$ cat src/rtl/bram_debug_loader.sv
// -----------------------------------------------------------------------------
// bram_debug_loader
//
// Loader/dumper for the RV32I core's debug BRAM ports. A host word stream
// issues commands that bulk-write the DataCache or InstCache, bulk-read one of
// them back out, or pulse the core reset. The core is held in reset whenever
// the loader touches memory.
//
// Ports
//   CPU_CLK, CPU_RST_N          clock, synchronous active-low reset
//   cmd_valid/cmd_ready         command handshake
//   cmd_op                      000 LOAD_D, 001 LOAD_I, 010 DUMP_D,
//                               011 DUMP_I, 100 RESET_CORE, others illegal
//   cmd_len                     word count for LOAD/DUMP (clamped to BRAM_WORDS)
//   in_valid/in_ready/in_data   load word stream
//   out_valid/out_ready/out_data dump word stream
//   dc_a2/dc_wd2/dc_we2/dc_rd2  DataCache debug port (1-cycle sync read)
//   ic_a2/ic_wd2/ic_we2/ic_rd2  InstCache debug port (1-cycle sync read)
//   core_rst                    active-high reset to the core
//   busy                        command in progress
//   done                        one-cycle pulse when a command completes
//   cmd_err                     one-cycle pulse when an illegal op is accepted
//
// Every output is a flop; no input reaches an output combinationally.
// -----------------------------------------------------------------------------
module bram_debug_loader #(
    parameter int BRAM_WORDS = 4096,
    parameter int LEN_W      = 13,
    parameter int RST_CYCLES = 5
) (
    input  logic             CPU_CLK,
    input  logic             CPU_RST_N,
    input  logic             cmd_valid,
    output logic             cmd_ready,
    input  logic [2:0]       cmd_op,
    input  logic [LEN_W-1:0] cmd_len,
    input  logic             in_valid,
    output logic             in_ready,
    input  logic [31:0]      in_data,
    output logic             out_valid,
    input  logic             out_ready,
    output logic [31:0]      out_data,
    output logic [31:0]      dc_a2,
    output logic [31:0]      dc_wd2,
    output logic [3:0]       dc_we2,
    input  logic [31:0]      dc_rd2,
    output logic [31:0]      ic_a2,
    output logic [31:0]      ic_wd2,
    output logic [3:0]       ic_we2,
    input  logic [31:0]      ic_rd2,
    output logic             core_rst,
    output logic             busy,
    output logic             done,
    output logic             cmd_err
);

    typedef enum logic [2:0] {
        ST_IDLE      = 3'd0,
        ST_LOAD      = 3'd1,
        ST_DUMP_ADDR = 3'd2,
        ST_DUMP_WAIT = 3'd3,
        ST_DUMP_HOLD = 3'd4,
        ST_RST_CORE  = 3'd5
    } state_t;

    localparam logic [2:0] OP_LOAD_D     = 3'b000;
    localparam logic [2:0] OP_LOAD_I     = 3'b001;
    localparam logic [2:0] OP_DUMP_D     = 3'b010;
    localparam logic [2:0] OP_DUMP_I     = 3'b011;
    localparam logic [2:0] OP_RESET_CORE = 3'b100;

    localparam logic [31:0]      LAST_ADDR = 32'((BRAM_WORDS - 1) * 4);
    localparam logic [LEN_W-1:0] MAX_LEN   = LEN_W'(BRAM_WORDS);
    localparam logic [LEN_W-1:0] RST_LAST  = LEN_W'(RST_CYCLES - 1);

    // Control state
    state_t           state_q, state_d;
    logic             sel_i_q, sel_i_d;      // 1 = InstCache, 0 = DataCache
    logic [LEN_W-1:0] len_q, len_d;
    logic [LEN_W-1:0] cnt_q, cnt_d;          // words done, or reset cycles done
    logic [31:0]      addr_q, addr_d;        // byte address of the next word

    // Registered outputs
    logic             cmd_ready_q, cmd_ready_d;
    logic             in_ready_q, in_ready_d;
    logic             out_valid_q, out_valid_d;
    logic [31:0]      out_data_q, out_data_d;
    logic [31:0]      dc_a2_q, dc_a2_d;
    logic [31:0]      dc_wd2_q, dc_wd2_d;
    logic [3:0]       dc_we2_q, dc_we2_d;
    logic [31:0]      ic_a2_q, ic_a2_d;
    logic [31:0]      ic_wd2_q, ic_wd2_d;
    logic [3:0]       ic_we2_q, ic_we2_d;
    logic             core_rst_q, core_rst_d;
    logic             busy_q, busy_d;
    logic             done_q, done_d;
    logic             cmd_err_q, cmd_err_d;

    logic [LEN_W-1:0] len_clamped;
    logic [LEN_W-1:0] cnt_inc;
    logic [31:0]      addr_inc;

    // Byte address of the following word, wrapping at the top of the cache.
    function automatic logic [31:0] next_addr(input logic [31:0] a);
        next_addr = (a >= LAST_ADDR) ? 32'd0 : a + 32'd4;
    endfunction

    always_comb begin
        len_clamped = (cmd_len > MAX_LEN) ? MAX_LEN : cmd_len;
        cnt_inc     = cnt_q + LEN_W'(1);
        addr_inc    = next_addr(addr_q);
    end

    always_comb begin
        state_d    = state_q;
        sel_i_d    = sel_i_q;
        len_d      = len_q;
        cnt_d      = cnt_q;
        addr_d     = addr_q;
        out_data_d = out_data_q;
        dc_a2_d    = dc_a2_q;
        dc_wd2_d   = dc_wd2_q;
        dc_we2_d   = 4'h0;
        ic_a2_d    = ic_a2_q;
        ic_wd2_d   = ic_wd2_q;
        ic_we2_d   = 4'h0;
        done_d     = 1'b0;
        cmd_err_d  = 1'b0;

        case (state_q)
            ST_IDLE: begin
                if (cmd_valid && cmd_ready_q) begin
                    addr_d = 32'd0;
                    cnt_d  = '0;
                    len_d  = len_clamped;
                    case (cmd_op)
                        OP_LOAD_D, OP_LOAD_I: begin
                            sel_i_d = cmd_op[0];
                            if (len_clamped == '0) begin
                                done_d = 1'b1;
                            end else begin
                                state_d = ST_LOAD;
                            end
                        end
                        OP_DUMP_D, OP_DUMP_I: begin
                            sel_i_d = cmd_op[0];
                            if (len_clamped == '0) begin
                                done_d = 1'b1;
                            end else begin
                                // First read address must be on the port
                                // during the DUMP_ADDR cycle.
                                state_d = ST_DUMP_ADDR;
                                if (cmd_op[0]) begin
                                    ic_a2_d = 32'd0;
                                end else begin
                                    dc_a2_d = 32'd0;
                                end
                            end
                        end
                        OP_RESET_CORE: begin
                            state_d = ST_RST_CORE;
                        end
                        default: begin
                            cmd_err_d = 1'b1;
                            done_d    = 1'b1;
                        end
                    endcase
                end
            end

            ST_LOAD: begin
                if (in_valid && in_ready_q) begin
                    if (sel_i_q) begin
                        ic_a2_d  = addr_q;
                        ic_wd2_d = in_data;
                        ic_we2_d = 4'hF;
                    end else begin
                        dc_a2_d  = addr_q;
                        dc_wd2_d = in_data;
                        dc_we2_d = 4'hF;
                    end
                    addr_d = addr_inc;
                    cnt_d  = cnt_inc;
                    // done is registered alongside the last write strobe.
                    if (cnt_inc == len_q) begin
                        state_d = ST_IDLE;
                        done_d  = 1'b1;
                    end
                end
            end

            ST_DUMP_ADDR: begin
                state_d = ST_DUMP_WAIT;
            end

            ST_DUMP_WAIT: begin
                // rd2 now reflects the address driven in DUMP_ADDR.
                out_data_d = sel_i_q ? ic_rd2 : dc_rd2;
                state_d    = ST_DUMP_HOLD;
            end

            ST_DUMP_HOLD: begin
                if (out_ready) begin
                    addr_d = addr_inc;
                    cnt_d  = cnt_inc;
                    if (cnt_inc == len_q) begin
                        state_d = ST_IDLE;
                        done_d  = 1'b1;
                    end else begin
                        state_d = ST_DUMP_ADDR;
                        if (sel_i_q) begin
                            ic_a2_d = addr_inc;
                        end else begin
                            dc_a2_d = addr_inc;
                        end
                    end
                end
            end

            ST_RST_CORE: begin
                cnt_d = cnt_inc;
                if (cnt_q == RST_LAST) begin
                    state_d = ST_IDLE;
                    done_d  = 1'b1;
                end
            end

            default: begin
                state_d = ST_IDLE;
            end
        endcase

        cmd_ready_d = (state_d == ST_IDLE);
        busy_d      = (state_d != ST_IDLE);
        in_ready_d  = (state_d == ST_LOAD);
        out_valid_d = (state_d == ST_DUMP_HOLD);
        // Keep the core in reset through the final load write as well.
        core_rst_d  = (state_d != ST_IDLE) || (dc_we2_d != 4'h0) || (ic_we2_d != 4'h0);
    end

    always_ff @(posedge CPU_CLK) begin
        if (!CPU_RST_N) begin
            state_q     <= ST_IDLE;
            sel_i_q     <= 1'b0;
            len_q       <= '0;
            cnt_q       <= '0;
            addr_q      <= 32'd0;
            cmd_ready_q <= 1'b1;
            in_ready_q  <= 1'b0;
            out_valid_q <= 1'b0;
            out_data_q  <= 32'd0;
            dc_a2_q     <= 32'd0;
            dc_wd2_q    <= 32'd0;
            dc_we2_q    <= 4'h0;
            ic_a2_q     <= 32'd0;
            ic_wd2_q    <= 32'd0;
            ic_we2_q    <= 4'h0;
            core_rst_q  <= 1'b1;
            busy_q      <= 1'b0;
            done_q      <= 1'b0;
            cmd_err_q   <= 1'b0;
        end else begin
            state_q     <= state_d;
            sel_i_q     <= sel_i_d;
            len_q       <= len_d;
            cnt_q       <= cnt_d;
            addr_q      <= addr_d;
            cmd_ready_q <= cmd_ready_d;
            in_ready_q  <= in_ready_d;
            out_valid_q <= out_valid_d;
            out_data_q  <= out_data_d;
            dc_a2_q     <= dc_a2_d;
            dc_wd2_q    <= dc_wd2_d;
            dc_we2_q    <= dc_we2_d;
            ic_a2_q     <= ic_a2_d;
            ic_wd2_q    <= ic_wd2_d;
            ic_we2_q    <= ic_we2_d;
            core_rst_q  <= core_rst_d;
            busy_q      <= busy_d;
            done_q      <= done_d;
            cmd_err_q   <= cmd_err_d;
        end
    end

    assign cmd_ready = cmd_ready_q;
    assign in_ready  = in_ready_q;
    assign out_valid = out_valid_q;
    assign out_data  = out_data_q;
    assign dc_a2     = dc_a2_q;
    assign dc_wd2    = dc_wd2_q;
    assign dc_we2    = dc_we2_q;
    assign ic_a2     = ic_a2_q;
    assign ic_wd2    = ic_wd2_q;
    assign ic_we2    = ic_we2_q;
    assign core_rst  = core_rst_q;
    assign busy      = busy_q;
    assign done      = done_q;
    assign cmd_err   = cmd_err_q;

endmodule

$ cat config.mk
export PLATFORM = sky130hd
export DESIGN_NAME = bram_debug_loader
export DESIGN_NICKNAME = d
export VERILOG_FILES = /design/src/rtl/bram_debug_loader.sv
export SDC_FILE = /design/constraint.sdc
export NUM_CORES = 1
export LEC_CHECK = 0
export BUFFER_PORTS_ARGS = -buffer_cell sky130_fd_sc_hd__buf_2
export CAP_MARGIN = 20
export CORE_ASPECT_RATIO = 0.7
export CORE_MARGIN = 5
export CORE_UTILIZATION = 45
export DETAILED_ROUTE_END_ITERATION = 10
export PLACE_DENSITY = 0.71
export SLEW_MARGIN = 30
export SYNTH_ARGS = -nofsm -noshare
export SYNTH_HDL_FRONTEND = slang
export SYNTH_SLANG_ARGS = --single-unit
export TNS_END_PERCENT = 100
$ cat constraint.sdc
create_clock -name CPU_CLK -period 4.2 [get_ports CPU_CLK]
set_input_delay 0.21 -clock CPU_CLK [delete_from_list [all_inputs] [get_ports CPU_CLK]]
set_output_delay 0.21 -clock CPU_CLK [all_outputs]
set_load 0.01 [all_outputs]
Word-level counts from Yosys, hierarchy flattened --
Index checks and enable logic that the tools add are counted.
Cells by class: add/sub/neg operators 2, multiplexer cells 56, reduce and logical (&&, ||, !) cells 26, bitwise logic cells 1, eq/ne operators 25, order comparisons 2
Operator list (number):
- 2-to-1 mux 32 bit | 23
- case mux 32 bit (3 select lines) | 3
- 2-to-1 mux 13 bit | 4
- case mux 13 bit (4 select lines) | 1
- adder 32 x 3 -> 32 bit (second input constant) | 1
- greater-or-equal comparator 32 x 14 -> 1 bit (second input constant) | 1
- 2-to-1 mux 4 bit | 6
- inequality test 2 bit (second input constant) | 11
- 2-to-1 mux 3 bit | 7
- AND reduction 10 bit | 2
- case mux 3 bit (6 select lines) | 1
- adder 13 x 1 -> 13 bit (second input constant) | 1
- equality test 13 bit | 1
- equality test 13 x 3 -> 1 bit (second input constant) | 1
- > comparator 13 bit (second input constant) | 1
- logical NOT 13 bit | 1
- equality test 3 x 2 -> 1 bit (second input constant) | 4
- equality test 3 bit (second input constant) | 4
- AND reduction 3 bit | 4
- nonzero test 4 bit | 3
- equality test 3 x 1 -> 1 bit (second input constant) | 3
- logical NOT 3 bit | 3
- case mux 3 bit (3 select lines) | 1
- AND reduction 4 bit | 2
- 13 further kinds | 23
Word-level totals: bits in registers 237, output and inout port bits 175, logic and storage cells 131

Longest topological paths before layout --
Gate-level depths: netlist (run 1).
depth in word-level cells 10, mapped depth 10, depth with buffers taken out 9

Worst setup path before layout (run 1) --
No wires, ideal clock.
path kind reg-to-reg, from register cnt_q[1], to register dc_a2_q[11] (netlist: dc_a2[11]), clock period less this slack 2604 ps, buffers on the path 1, arrival time 2476 ps, required time 4072 ps, setup time 128 ps, path slack 1596 ps, stages on the path, launching flop included 9, path through dfxtp_1 -> ha_1 -> nand3_4 -> or3_1 -> o32a_1 -> a2111oi_4 -> a31oi_2 -> buf_4 -> mux2i_1
Between the ends: cells in the longest elaborated chain, start to end 4
Ends and longest elaborated chain:
- start: declaration | RTL line 80 | logic [LEN_W-1:0] cnt_q, cnt_d;
- start signal: assignment | RTL line 266 | cnt_q <= cnt_d;
- adder 13 x 1 -> 13 bit | RTL line 110 | cnt_inc = cnt_q + LEN_W'(1);
- equality test 13 bit | RTL line 206 | if (cnt_inc == len_q) begin
- inequality test 2 bit (no line)
- AND reduction 10 bit (no line)
- end signal: assignment | RTL line 252 | dc_a2_q <= 32'd0;
- end signal: assignment | RTL line 272 | dc_a2_q <= dc_a2_d;
- end: declaration | RTL line 88 | logic [31:0] dc_a2_q, dc_a2_d;
Every way passes these cells. A chain may end at the register's enable or synchronous reset.

Final worst setup path (run 1) --
from register cnt_q[0], to register core_rst_q (netlist: core_rst)
Between the ends: cells in the longest elaborated chain, start to end 8, elaborated cells between the ends (all ways) 12, classes of those cells add/sub (1); eq/ne (2); mux (6); reduce/logical (3)
Ends and longest elaborated chain:
- adder 13 x 1 -> 13 bit | RTL line 110
- equality test 13 bit | RTL line 185, 206
- 2-to-1 mux 3 bit or 2-to-1 mux 2 bit (tied branches) | RTL line 185, 206
- 2-to-1 mux 3 bit (on tied branches) | RTL line 172, 203
- case mux 3 bit (6 select lines) (*) | RTL line 130 | case (state_q)
- nonzero test 3 bit (*) | RTL line 238 | core_rst_d = (state_d != ST_IDLE) || (dc_we2_d != 4'h0) || (ic_we2_d != 4'h0);
- logical OR 1 bit (*) (2 in series) | RTL line 238
- end signal: assignment | RTL line 278 | core_rst_q <= core_rst_d;
- end: declaration | RTL line 94 | logic core_rst_q, core_rst_d;
Mark *: on every way between the ends. The rest lies on a longest branch, timed or not.

==> results of run 1 <==
==> layer usage <==
layer	part of all wire [%]	routed length [microns]
met1	44	12600
met5	0.045	13
met2	46	13100
met3	7.1	2020
met4	2.9	820
==> cell type report <==
class                   instances  area [sq um]
fillers                      1915          8970
repair buffers                347          2010
well taps                     282           353
inverters                       8          30.0
diodes                          2          5.00
multi-input cells             745          4860
flip-flops and latches        231          4630
clock inverters                10           115
clock buffers                  31           656
==> power breakdown <==
part	switching, mW	leakage, nW	internal [mW]
registers	0.0366	1.86	2.23
clock network	0.872	0.372	1.22
logic	0.430	3.41	0.284
total	1.34	5.64	3.74
==> flip-flops by register name (all words and copies together) (netlist names) <==
| register | flops |
|---|---|
| addr_q | 32 |
| dc_a2 | 32 |
| dc_wd2 | 32 |
| ic_a2 | 32 |
| ic_wd2 | 32 |
| out_data | 32 |
| cnt_q | 13 |
| len_q | 13 |
| state_q | 3 |
| busy | 1 |
| cmd_err | 1 |
| cmd_ready | 1 |
| core_rst | 1 |
| dc_we2 | 1 |
| done | 1 |
| ic_we2 | 1 |
| in_ready | 1 |
| out_valid | 1 |
| sel_i_q | 1 |
==> kinds of logic after synthesis <==
kind of cell / Yosys count / synth area share (%)
xor+xnor: 19 / 1.69
flops: 231 / 46.9
fa+ha+maj: 3 / 0.381
simple gates: 404 / 19.7
mux: 96 / 9.74
compound gates: 223 / 17.4
buf+inv: 98 / 4.21
==> synthesized netlist by cell type, drive strengths merged (6+ instances only) <==
cell,count
inv,8
nand2b,9
nor2b,22
o21a,10
and2,31
o211ai,10
nand3,37
nor4,15
nor2,29
nor3,20
xor2,6
and3,18
nand2,195
buf,16
clkbuf,74
a21oi,23
o211a,34
mux2i,96
a22o,39
xnor2,13
a21boi,44
dfxtp,231
o21ai,33
==> worst max-delay path, stage by stage, from the launching register on <==
cell       delay, ps
dfxtp_1          480
ha_1             480
nand3_4          160
or3_1            440
o32a_1           380
a2111oi_4        590
nor3b_2          360
o211a_1          230
nand3_1           80
==> stage by stage <==
stage	hold slack (ps)	utilization [%]	worst slack, ps
floorplan	336	-	1600
global route	23.7	58.5	650
CTS	10.2	58.5	888
global placement	435	52.8	1040
detailed placement	438	52.8	909
finish	20.2	58.5	828
==> worst paths after layout <==
| path | end | slack [ps] | depth (start not counted) |
|---|---|---|---|
| max reg2reg | core_rst | 830 | 8 |
| max | core_rst | 830 | 8 |
| min | len_q[2] | 20 | 3 |
| min reg2reg | ic_a2[10] | 450 | 2 |
==> timing repair <==
item | 4_1_cts | 5_1_grt
hold buffers | 45 | 0
endpoints found under the setup margin | 0 | 0
gates resized for setup | 0 | 0
buffers inserted | 0 | 0
hold endpoints to repair | 76 | 0
==> results_dict.tcl, run 1 <==
set metrics [dict create \
    fin_nets 1476 \
    cap_viol_max_count 0 \
    rsz0062_at_grt "false" \
    clock-sinks 231 \
    die_y_microns 134 \
    end_kind "register" \
    remaining_drc_errors 0 \
    cellLeakagePower_nw 5.64 \
    io_buffers 291 \
    rows 45 \
    drt-initial-drc-count 603 \
    status "finished clean" \
    met2_usage_pct 35.6 \
    vias_per_cell 5.26 \
    grt_pass1_wl_microns 45200 \
    cts.htree.levels 1 \
    grt-busiest-layer "met2" \
    hp-start "cmd_len[2]" \
    criticalPathCategory "register to register" \
    worstSetupStartpoint "cnt_q[0]" \
    synth.area.top_cells "dfxtp_1 47%, mux2i_1 9.7%, nand2_1 7.4%" \
    synth_nets 1194 \
    setup_viol 0 \
    synth_edf_count 0 \
    vdd_drop_max_v 0.000231 \
    power.total_mw 5.08 \
    insertion_delay_ps 510 \
    tightest_slew_ps 919 \
    initial_core_util_pct 45.6 \
    cts_tree "yes" \
    hold_viol 0 \
    use_met1_pct 27.7 \
    grtUsageMet3_pct 6.17 \
    fin_crit_ps 3370 \
    yosysWarnings 0 \
    final_common_cell "buf_2" \
    ys_ff_latch 231 \
    area.growth.synth_to_final_pct 28.2 \
    dp.final_hpwl_microns 20100 \
    die_width_microns 187 \
    crit_fanout 11 \
    ys.flop_type "dfxtp_1" \
    vias 8704 \
    clk_pin_slew_worst_paths_ps 70 \
    grt_overflow 0 \
    netlist_instances 1074 \
    finalSetupTns_ps 0 \
    slew_headroom_pct 38.5 \
    grt_pass1_vias 8488 \
    period_share_pct 80.3 \
    routed_wl_microns 28600 \
    grt_max_degree 145 \
    yosysUniqueCellTypes 59 \
    numCtsBuffers 23 \
    placed_area_sq_um 11400 \
    wire_per_inst_microns 17.3 \
    antenna_found_initial 3 \
    slew_violations 0 \
    dr.pass1.iters 5 \
    grtUsageTotal_pct 21.5 \
    fmax_ghz 0.297 \
    required_ps 4550 \
    layout_common_cells "290 x buf_2, 230 x dfxtp_1, 194 x nand2_1, 96 x mux2i_1, 45 x dlygate4sd3_1" \
    routabilityCongestion 0.879 \
    yosysSeqAreaShare_pct 46.9 \
    fin_skew_ps 17.8 \
    syn-cell-area_sq_um 9870 \
    async_reset_ff_share_pct 0 \
    coreArea_sq_um 21600 \
    cts.path.max_buffers 3 \
    rr_startpoint "cnt_q[0]" \
    pin_count 292 \
    yosys.area.top_type_share_pct 46.9 \
    clockRootBuffer "clkbuf_16" \
    powerDensity_nw_per_um2 401 \
    cp.arrival_ps 3720 \
    final_cells 1656 \
    dpl.cell_count 1568 \
    ant_nets 0 \
    yosysTopAreaCell "dfxtp_1" \
    startpoint_type "register" \
    synth.avg_cell_area_sq_um 9.19 \
    die-area_sq_um 25000 \
    holdCritPathClass "input pin to register" \
    drive_above_1_share_pct 25.9 \
    finalInstanceArea_sq_um 12700 \
]
(Power assumes the default switching activity.)
==> inputs of run 2 (changes only) <==
- PLACE_DENSITY: 0.71 -> 0.74
- clock period: 4.2 -> 3.1 ns (I/O delays scaled with it)
==> run 2 against run 1 <==
Sequential power up 35%; worst hold slack improved by 3.2 ps; setup slack lost 670 ps; design area is 3.8% higher; via count rose by 4.7%; final cell count up 2.9%; combinational power increased by 51%; clock power increased by 35%.
==> results_dict.tcl, run 2 (synthesized netlist as in run 1, its figures left out) <==
set metrics [dict create \
    io_buffers 291 \
    cp_top_family "compound AO/OA/AOI/OAI gates" \
    holdCritPathClass "input pin to register" \
    switchingPower_mw 1.82 \
    grt_pass1_wl_microns 47100 \
    period_share_pct 94.8 \
    routabilityCongestion 0.927 \
    fin_crit_ps 2940 \
    finalSetupTns_ps 0 \
    wire_per_inst_microns 17.3 \
    status "finished clean" \
    fin_nets 1525 \
    grt_overflow 0 \
    antenna_found_initial 2 \
    setup_viol 0 \
    powerDensity_nw_per_um2 533 \
    drt-initial-drc-count 701 \
    combPwrFrac_pct 15.5 \
    clk_pin_slew_worst_paths_ps 60 \
    die-area_sq_um 25000 \
    fin_skew_ps 8.09 \
    criticalPathCategory "register to register" \
    slew_violations 0 \
    grt_pass1_vias 8951 \
    slew_headroom_pct 54.2 \
    clockRootBuffer "clkbuf_16" \
    numCtsBuffers 23 \
    rows 45 \
    ant_nets 0 \
    required_ps 3470 \
    clock-sinks 231 \
    vdd_drop_max_v 0.000409 \
    die_y_microns 134 \
    pin_count 292 \
    p_int_mw 5.17 \
    fin_util_pct 60.7 \
    fmax_ghz 0.340 \
    crit_chain "ha_1, nand3_4, or3_1, o32a_1, a2111oi_4, buf_4, a31oi_4, buf_12, mux2i_1" \
    placed_area_sq_um 11600 \
    cellLeakagePower_nw 5.87 \
    dr.pass1.iters 6 \
    cp.arrival_ps 3310 \
    drive_above_1_share_pct 26.0 \
    startpoint_type "register" \
    vias 9117 \
    cts.path.max_buffers 3 \
    end_kind "register" \
    coreArea_sq_um 21600 \
    cts.htree.levels 1 \
    tightest_slew_ps 687 \
    grtUsageTotal_pct 22.5 \
    crit_fanout 32 \
    switching_share_pct 26.1 \
    hold_viol 0 \
    slowest_delay_ps 450 \
    layout_common_cells "290 x buf_2, 230 x dfxtp_1, 194 x nand2_1, 96 x mux2i_1, 77 x dlygate4sd3_1" \
    post_cts_resized 0 \
    p_clk_share_pct 40.5 \
    die_width_microns 187 \
    dp.final_hpwl_microns 20300 \
    fill_cells 1864 \
    cap_viol_max_count 0 \
    cts_tree "yes" \
    routed_wl_microns 29400 \
    seqPwrFrac_pct 43.9 \
    remaining_drc_errors 0 \
    vias_per_cell 5.35 \
    rsz0062_at_grt "false" \
    slowest_stage "or3_1" \
    insertion_delay_ps 510 \
    initial_core_util_pct 45.6 \
    grt_max_degree 99 \
    area.growth.synth_to_final_pct 33.0 \
    crit_buf_inv 2 \
    finalInstanceArea_sq_um 13100 \
    final_common_cell "buf_2" \
]
-- run 2: metrics by stage --
stage / cells / hold slack, ps / power [mW] / setup slack (ps)
floorplan: 1074 / 281 / 3.76 / 496
detailed placement: 1584 / 384 / 4.12 / 89.7
global route: 1704 / 14.5 / 7.27 / 27.6
CTS: 1701 / 0.255 / 7.02 / 49.6
global placement: 1584 / 380 / 4.11 / 202
finish: 1704 / 23.3 / 7.00 / 160
-- run 2: tightest hold or removal path, stage by stage --
cell     delay (ps)
buf_2            80
mux2i_1          60
nand2_1          70
o211a_1         140
-- run 2: final timing paths --
| check | startpoint | end | slack (ps) | cells past startpoint |
|---|---|---|---|---|
| setup / recovery | cnt_q[1] | dc_a2[6] | 160 | 9 |
| hold / removal | ic_rd2[19] | out_data[19] | 20 | 4 |
| setup reg to reg | cnt_q[1] | dc_a2[6] | 160 | 9 |
| hold reg to reg | dc_a2[19] | dc_a2[19] | 450 | 2 |
-- run 2: final cells by class --
type,instances,area (sq um),area share (%)
Antenna cell,2,5.00,0.0381
Multi-Input combinational cell,745,4850,37.0
Timing Repair Buffer,396,2490,19.0
Clock inverter,6,90.1,0.686
Clock buffer,34,677,5.16
Tap cell,282,353,2.69
Inverter,8,30.0,0.229
Sequential cell,231,4630,35.2
-- run 2: repair_timing --
item                       4_1_cts  5_1_grt
hold buffers                    77        0
hold endpoints to repair        95        0
setup endpoints to repair        0       35
setup buffers                    0        1
-- run 2: per-layer routing --
layer  track usage, %  wire length, microns
met5                0                     0
met4             7.27                  1040
met3             5.88                  2350
met2             37.4                 13800
met1             28.7                 12300
-- run 2: power by group through the flow --
stage	combinational [mW]	sequential, mW	clock, mW
after global placement	0.975	3.14	0
after global routing	1.17	3.08	3.02
after CTS	1.07	3.07	2.88
after floorplan	0.622	3.14	0
final	1.08	3.07	2.84
after detailed placement	0.983	3.14	0
